--- config.mk ---
export PLATFORM = sky130hd
export DESIGN_NAME = vend_ctrl
export DESIGN_NICKNAME = d
export VERILOG_FILES = /design/src/rtl/vend_pkg.sv /design/src/rtl/vend_stock.sv /design/src/rtl/vend_ctrl.sv
export SDC_FILE = /design/constraint.sdc
export NUM_CORES = 1
export LEC_CHECK = 0
export BUFFER_PORTS_ARGS = -buffer_cell sky130_fd_sc_hd__buf_4
export CORE_MARGIN = 2
export CORE_UTILIZATION = 60
export CTS_CLUSTER_DIAMETER = 120
export DETAILED_ROUTE_END_ITERATION = 7
export PLACE_DENSITY = 0.82
export SYNTH_ARGS = -nofsm -noshare
export SYNTH_HDL_FRONTEND = slang
export SYNTH_SLANG_ARGS = --single-unit
--- constraint.sdc ---
create_clock -name clk -period 4.6 [get_ports clk]
set_input_delay 0.92 -clock clk [delete_from_list [all_inputs] [get_ports clk]]
set_output_delay 0.92 -clock clk [all_outputs]
set_load 0.01 [all_outputs]
--- src/rtl/vend_pkg.sv ---
// Shared types, coin encodings and coin valuation for the vending controller.
package vend_pkg;

  typedef enum logic [1:0] {
    COLLECT = 2'd0,
    VEND    = 2'd1,
    PAYOUT  = 2'd2
  } state_t;

  localparam logic [1:0] COIN_NONE = 2'b00;
  localparam logic [1:0] COIN_50   = 2'b01;
  localparam logic [1:0] COIN_100  = 2'b10;
  localparam logic [1:0] COIN_200  = 2'b11;

  // Coin code to value in kurus.
  function automatic logic [7:0] coin_value(input logic [1:0] code);
    case (code)
      COIN_50:  return 8'd50;
      COIN_100: return 8'd100;
      COIN_200: return 8'd200;
      default:  return 8'd0;
    endcase
  endfunction

endpackage

--- src/rtl/vend_stock.sv ---
// Per-item saturating stock counters with sold-out decode.
module vend_stock
  import vend_pkg::*;
#(
  parameter int N_ITEMS    = 4,
  parameter int STOCK_W    = 4,
  parameter int STOCK_INIT = 8,
  parameter int SEL_W      = 2
) (
  input  logic               clk,
  input  logic               rst_n,
  input  logic               dec,
  input  logic [SEL_W-1:0]   dec_sel,
  input  logic               inc,
  input  logic [SEL_W-1:0]   inc_sel,
  output logic [N_ITEMS-1:0] sold_out
);

  logic [STOCK_W-1:0] cnt [N_ITEMS];

  // Stock update: a simultaneous increment and decrement of one item cancel out.
  always_ff @(posedge clk) begin
    if (!rst_n) begin
      for (int unsigned i = 0; i < N_ITEMS; i++) cnt[i] <= STOCK_W'(STOCK_INIT);
    end else begin
      for (int unsigned i = 0; i < N_ITEMS; i++) begin
        if (inc && inc_sel == SEL_W'(i) && !(dec && dec_sel == SEL_W'(i))) begin
          if (cnt[i] != '1) cnt[i] <= cnt[i] + 1'b1;
        end else if (dec && dec_sel == SEL_W'(i) && !(inc && inc_sel == SEL_W'(i))) begin
          if (cnt[i] != '0) cnt[i] <= cnt[i] - 1'b1;
        end
      end
    end
  end

  // Sold-out flags decoded from the stock registers.
  always_comb begin
    sold_out = '0;
    for (int unsigned i = 0; i < N_ITEMS; i++) sold_out[i] = (cnt[i] == '0);
  end

endmodule

--- src/rtl/vend_ctrl.sv ---
// Vending controller: coin collection, vend, refund and acknowledged payout.
module vend_ctrl
  import vend_pkg::*;
#(
  parameter int                         N_ITEMS    = 4,
  parameter int                         BAL_W      = 10,
  parameter int                         MAX_BAL    = 500,
  parameter logic [N_ITEMS*BAL_W-1:0]   PRICES     = {10'd100, 10'd200, 10'd250, 10'd150},
  parameter int                         STOCK_W    = 4,
  parameter int                         STOCK_INIT = 8
) (
  input  logic                       clk,
  input  logic                       rst_n,
  input  logic [1:0]                 coin,
  input  logic [$clog2(N_ITEMS)-1:0] sel,
  input  logic                       dispense,
  input  logic                       cancel,
  input  logic                       restock,
  input  logic [$clog2(N_ITEMS)-1:0] restock_sel,
  input  logic                       change_ack,
  output logic [BAL_W-1:0]           balance,
  output logic [BAL_W-1:0]           change,
  output logic                       change_valid,
  output logic [N_ITEMS-1:0]         vend,
  output logic                       coin_reject,
  output logic                       err_funds,
  output logic                       err_soldout,
  output logic [N_ITEMS-1:0]         sold_out
);

  localparam int SEL_W = $clog2(N_ITEMS);

  state_t             state, state_d;
  logic [BAL_W-1:0]   balance_d, change_d;
  logic [SEL_W-1:0]   sel_q, sel_d;
  logic               coin_reject_d, err_funds_d, err_soldout_d;
  logic [BAL_W:0]     coin_sum;
  logic [BAL_W-1:0]   price_sel, price_q;

  assign coin_sum  = {1'b0, balance} + (BAL_W+1)'(coin_value(coin));
  assign price_sel = PRICES[sel*BAL_W +: BAL_W];
  assign price_q   = PRICES[sel_q*BAL_W +: BAL_W];

  vend_stock #(
    .N_ITEMS    (N_ITEMS),
    .STOCK_W    (STOCK_W),
    .STOCK_INIT (STOCK_INIT),
    .SEL_W      (SEL_W)
  ) u_stock (
    .clk      (clk),
    .rst_n    (rst_n),
    .dec      (state == VEND),
    .dec_sel  (sel_q),
    .inc      (restock),
    .inc_sel  (restock_sel),
    .sold_out (sold_out)
  );

  // State, credit, payout and pulse registers.
  always_ff @(posedge clk) begin
    if (!rst_n) begin
      state       <= COLLECT;
      balance     <= '0;
      change      <= '0;
      sel_q       <= '0;
      coin_reject <= 1'b0;
      err_funds   <= 1'b0;
      err_soldout <= 1'b0;
    end else begin
      state       <= state_d;
      balance     <= balance_d;
      change      <= change_d;
      sel_q       <= sel_d;
      coin_reject <= coin_reject_d;
      err_funds   <= err_funds_d;
      err_soldout <= err_soldout_d;
    end
  end

  // Next-state logic; any coin that is not credited is returned via coin_reject.
  always_comb begin
    state_d       = state;
    balance_d     = balance;
    change_d      = change;
    sel_d         = sel_q;
    coin_reject_d = 1'b0;
    err_funds_d   = 1'b0;
    err_soldout_d = 1'b0;
    case (state)
      COLLECT: begin
        if (cancel) begin
          coin_reject_d = (coin != COIN_NONE);
          if (balance != '0) begin
            change_d  = balance;
            balance_d = '0;
            state_d   = PAYOUT;
          end
        end else if (dispense) begin
          coin_reject_d = (coin != COIN_NONE);
          if (32'(sel) < N_ITEMS) begin
            if (sold_out[sel]) begin
              err_soldout_d = 1'b1;
            end else if (balance < price_sel) begin
              err_funds_d = 1'b1;
            end else begin
              sel_d   = sel;
              state_d = VEND;
            end
          end
        end else if (coin != COIN_NONE) begin
          if (coin_sum <= (BAL_W+1)'(MAX_BAL)) balance_d = coin_sum[BAL_W-1:0];
          else coin_reject_d = 1'b1;
        end
      end
      VEND: begin
        coin_reject_d = (coin != COIN_NONE);
        change_d      = balance - price_q;
        balance_d     = '0;
        state_d       = (change_d != '0) ? PAYOUT : COLLECT;
      end
      PAYOUT: begin
        coin_reject_d = (coin != COIN_NONE);
        if (change_ack) begin
          change_d = '0;
          state_d  = COLLECT;
        end
      end
      default: state_d = COLLECT;
    endcase
  end

  // Vend strobe and payout-valid decoded from the state register.
  always_comb begin
    vend = '0;
    if (state == VEND) vend[sel_q] = 1'b1;
  end

  assign change_valid = (state == PAYOUT);

endmodule

# Yosys cells after proc, flatten, opt, wreduce, memory -nomap -nowiden
# Memory sizes are Yosys's and may differ from the RTL's.
# Index checks and enable logic that the tools add are counted.
totals:
  regBits: 27
  ramBits: 16
  in_bits: 12
  word_cells: 190
  memories: 1
mem_list:
  columns: ["memory", "words", "word_bits", "rd", "rd_clocked_by_memory_dff", "write_ports", "line", "rtl"]
  rows:
  - ["u_stock.cnt", 4, 4, 4, 0, 4, "vend_stock.sv:19", "logic [STOCK_W-1:0] cnt [N_ITEMS];"]
op_classes:
  addsub: 10
  n_mul: 2
  n_lt_le_gt_ge: 5
  n_eq_ne: 25
  shift: 2
  n_mux: 76
  n_bitwise: 14
  reduce_logical: 48
ops:
  columns: ["cell", "count"]
  rows:
  - ["$mux 10", 8]
  - ["$shiftx 40x7->10 const A", 2]
  - ["$mux 1", 45]
  - ["$mux 4", 9]
  - ["$pmux 10 s3", 1]
  - ["$pmux 8 s3", 1]
  - ["$ne 3x3->1 const B", 7]
  - ["$pmux 10 s2", 1]
  - ["$reduce_bool 10->1", 2]
  - ["$logic_and 1x1->1", 17]
  - ["$add 4x1->4 const B", 4]
  - ["$logic_not 4->1", 4]
  - ["$ne 4x4->1 const B", 4]
  - ["$reduce_bool 4->1", 4]
  - ["$sub 4x1->4 const B", 4]
  - ["$reduce_and 5->1", 3]
  - ["$eq 2x2->1 const B", 7]
  - ["$mux 2", 7]
  - ["$add 10x8->11", 1]
  - ["$le 11x9->1 const B", 1]
  - ["$lt 10x10->1", 1]
  - ["$mul 2x3->5 const B", 2]
  - ["$sub 10x10->10", 1]
  - ["$eq 2x1->1 const B", 4]
  - ["17 further kinds", 42]

# Logic depth before layout (Yosys ltp)
logic_depth:
  depth_word: 9
  depth_mapped: 14
  depth_no_buf: 13

# Modules after synthesis
# From an unflattened synthesis, not the netlist that was laid out.
unflattened:
  hier_cells: 425
  hier_area_um2: 3767.4
modules_own_cells:
  columns: ["module", "instances", "cells_each", "area_per_inst_um2"]
  rows:
  - ["vend_ctrl", 1, 309, 2563.7]
  - ["vend_stock", 1, 116, 1203.7]

# Worst setup path after synthesis
# No wires, ideal clock.
synth_timing:
  path_kind: "input-to-reg"
  start: "input coin[0]"
  end: "register balance[9]"
  arrival_ns: 3.680
  t_required_ns: 4.484
  slack_ns: 0.805
  path_stages: 13
  cell_sequence: "ha_1 > buf_2 > or2_2 > ha_1 > nand2_1 > a2111oi_2 > a211oi_2 > or3_1 > mux2_2 > o2111ai_2 > o21ai_2 > buf_6 > and3_1"
synth_between:
  elab_chain_len: 8
  word_cells_on_any_way: 15
synth_rtl:
  columns: ["element", "line", "rtl"]
  rows:
  - ["from (decl)", "vend_ctrl.sv:14", "input logic [1:0] coin,"]
  - ["branches (longest 8 deep; another with $add 10x8->11)", null, null]
  - ["to (signal assigned)", "vend_ctrl.sv:71", "balance <= balance_d;"]
  - ["to (decl)", "vend_ctrl.sv:21", "output logic [BAL_W-1:0] balance,"]
# Parallel ways; which one is timed is not known. The select of a mux whose other input is x is not followed.
# A chain may end at the register's enable or synchronous reset.

# Worst setup path in the final report
layout_timing:
  start: "input coin[1]"
  end: "register balance[3]"
# The elaborated chain is that of the path after synthesis.

==> flow_metrics.py <==
metrics = {
    "outcome": {
        "outcome": "complete, no violations",
    },
    "routing": {
        "wirelength_met1_um": 3810,
        "drc": 0,
        "wl_per_cell_um": 15.6,
        "routed-wl-met2_um": 3850,
        "drt-total-wl_um": 8530,
        "ant_nets": 0,
        "route.top_layer_used": "met4",
        "vias": 3295,
        "viasPerCell": 6.01,
        "drtPass1Iterations": 4,
        "initialDrtViolationCount": 226,
        "wl_met3_um": 750,
    },
    "clock_tree": {
        "clk_latency_ps": 300,
        "ctsHoldBuffers": 0,
        "htree_num_levels": 2,
        "cts_root_buffer": "clkbuf_8",
        "clkSinkCount": 42,
        "cts-buffers-inserted": 5,
        "postCtsSetupBuffers": 0,
        "cts_buffer_depth": 2,
        "cts_resized": 0,
        "cts_tree": "yes",
        "clkTransAtPathRegs_ps": 80,
    },
    "logic_synthesis": {
        "synth.most_common_cell": "ha_1",
        "synthCells": 437,
        "yosysUniqueCellTypes": 72,
        "syn-cell-area_um2": 3700,
        "yosysSeqAreaShare": 0.271,
        "yosysTopAreaCellShare": 0.149,
        "synth_area_leaders": "ha_1 (15%), dfxtp_1 (14%), edfxtp_1 (13%)",
        "synth_nets": 497,
        "synth_warnings": 0,
        "synth_top_area_cell": "ha_1",
        "synth_ff_type": "dfxtp_1",
        "syn_area_per_cell_um2": 8.46,
        "ys_ff_latch": 42,
        "synth_async_sr_flop_share": 0,
        "synth_edf_count": 16,
        "synthTopCellsByCount": "ha_1 (44), nor2_1 (41), inv_1 (33)",
    },
    "timing": {
        "fin_tns_setup_ps": 0,
        "min_period_over_period": 0.857,
        "setup_viol": 0,
        "fin_crit_ps": 3940,
        "maxSlewViolCount": 0,
        "hold_violations": 0,
        "tightest_slew_ps": 636,
        "rsz0062_at_grt": "false",
        "fmax_mhz": 254,
        "slew_headroom": 0.572,
        "skew_ps": 6.58,
    },
    "critical_path": {
        "critical_path_class": "primary input to flip-flop",
        "slowest_delay_ps": 450,
        "critPathArrivalTime_ps": 4110,
        "reg2reg_to": "balance[3]$_SDFFE_PN0P_",
        "start_kind": "primary input",
        "crit_buf_inv": 2,
        "cp-end-kind": "flip-flop",
        "critPathLaunch": "coin[1]",
        "crit_cells": 14,
        "crit_end": "balance[3]$_SDFFE_PN0P_",
        "ff2ff_path_depth": 11,
        "rr_startpoint": "balance[1]$_SDFFE_PN0P_",
        "worstPathRequired_ps": 4770,
        "path_max_fanout": 16,
        "crit_path_frequent_cell": "ha_1",
        "crit_family": "compound AO/OA/AOI/OAI gates",
        "r2r_slack_ps": 1210,
        "slowest_stage": "fa_1",
        "crit_chain": "buf_4, inv_1, ha_1, ha_1, fa_1, a211oi_1, a311oi_2, a211oi_2, xnor3_1, and4b_1, nor3_2, o21ai_2, o211ai_1, o41ai_1",
    },
    "global_route": {
        "grt_pass1_vias": 3156,
        "antenna_found_initial": 0,
        "grt.total_usage": 0.269,
        "grt_pass1_wl_um": 14300,
        "overflow": 0,
        "grt_max_degree": 41,
    },
    "finish": {
        "stdcell_area_um2": 4160,
        "n_antenna_cell": 0,
        "drive_gt1_frac": 0.142,
        "nNetsFinal": 533,
        "synthToLayoutAreaGrowth_pct": 12.3,
    },
    "place": {
        "post_dp_cell_area_um2": 4040,
        "io_buffers": 42,
        "gp_congestion": 0.907,
        "dpl.hpwl_um": 6470,
    },
    "floorplanning": {
        "core.rowCount": 28,
        "die_w_um": 82.5,
        "top_level_ports": 44,
        "die_area_um2": 6810,
        "coreArea_um2": 5960,
        "initial_core_util": 0.621,
        "die_y_um": 82.5,
    },
    "power": {
        "power.density_nw_per_um2": 312,
        "ir_worst_vdd_v": 0.000265,
        "p_leak_uw": 0.00183,
    },
    "min_path": {
        "min_path_type": "flip-flop to flip-flop",
    },
    "flow_run": {
        "maxCapViolCount": 0,
    },
}
## metrics by stage
stage	setup slack, ps	cells	total power [uW]	util	hold WS, ps
finish	658	548	1300	0.698	437
global route	383	548	1380	0.698	480
CTS	699	548	1300	0.698	436
detailed placement	388	541	999	0.679	420
global placement	531	541	986	0.679	420
floorplan	805	437	840	-	454
## cell usage in the layout (no fill, tap or decap), types with 4 or more instances in the layout
cell type,count
o21ai_0,23
dfxtp_1,26
nor3b_1,4
o211a_1,5
a21oi_1,25
and3_1,6
and2_1,8
a211oi_1,7
inv_1,33
ha_1,44
nor4_1,7
nand2b_1,10
mux2i_1,7
nor3_1,11
buf_4,44
o211ai_1,8
clkbuf_8,6
xnor2_1,7
nand3_1,14
nor2b_1,11
o21a_1,7
o21ai_1,5
edfxtp_1,16
a21o_1,5
nor2_1,41
xor2_1,9
nand2_1,31
fa_1,4
## worst register-to-register path: cells and delay by family (launching register included)
kind | cells | cell delay [ps]
adders and majority gates | 2 | 750
xor gates and xnor gates | 1 | 280
and+or+nand+nor | 2 | 420
DFF | 1 | 430
AOI/OAI and AO/OA | 6 | 1380
## layout make-up
type                       count  area, um2
clock buffer                   6       82.6
clock inverter                 1       30.0
fill                         466       1800
inverter                      33        124
multi-input combinational    347       2490
sequential                    42       1000
tap                           75       93.8
timing repair buffer          44        330
## how the worst min path moves through the flow
stage / from / to / slack (ps) / cells after the start
floorplan: change[0]$_SDFFE_PN0P_ / change[0]$_SDFFE_PN0P_ / 450 / 2
global placement: change[0]$_SDFFE_PN0P_ / change[0]$_SDFFE_PN0P_ / 420 / 2
detailed placement: change[0]$_SDFFE_PN0P_ / change[0]$_SDFFE_PN0P_ / 420 / 2
CTS: change[0]$_SDFFE_PN0P_ / change[0]$_SDFFE_PN0P_ / 440 / 2
global route: change[0]$_SDFFE_PN0P_ / change[0]$_SDFFE_PN0P_ / 480 / 2
finish: change[0]$_SDFFE_PN0P_ / change[0]$_SDFFE_PN0P_ / 440 / 2
## where the power goes
group / internal, uW / switching, uW / total, uW
combinational: 221 / 284 / 504
sequential: 436 / 56.6 / 493
clock: 174 / 126 / 300
total: 831 / 467 / 1300
## registers in the layout (all words and copies together) (netlist names)
signal,count
u_stock.cnt,16
state,2
err_funds,1
sel_q,2
err_soldout,1
change,10
coin_reject,1
balance,9
## routing by layer
metal	up-vias	GRT usage
met1	1523	0.359
met5	-	0
met4	0	0.0705
li1	1644	-
met3	11	0.0576
met2	117	0.444
## cells by family (layout without fill, tap and decap cells)
logic type / Yosys count / in the layout / share of synthesized area
AO/OA/AOI/OAI: 114 / 114 / 0.214
XOR/XNOR: 17 / 17 / 0.0440
adder cells (fa/ha/maj): 48 / 48 / 0.171
buffers and inverters: 48 / 84 / 0.0551
flip-flops: 42 / 42 / 0.271
multiplexers: 8 / 8 / 0.0220
other: 1 / 1 / 0.00101
AND/OR/NAND/NOR: 159 / 159 / 0.223
No activity file was read; power rests on OpenSTA's default activity.
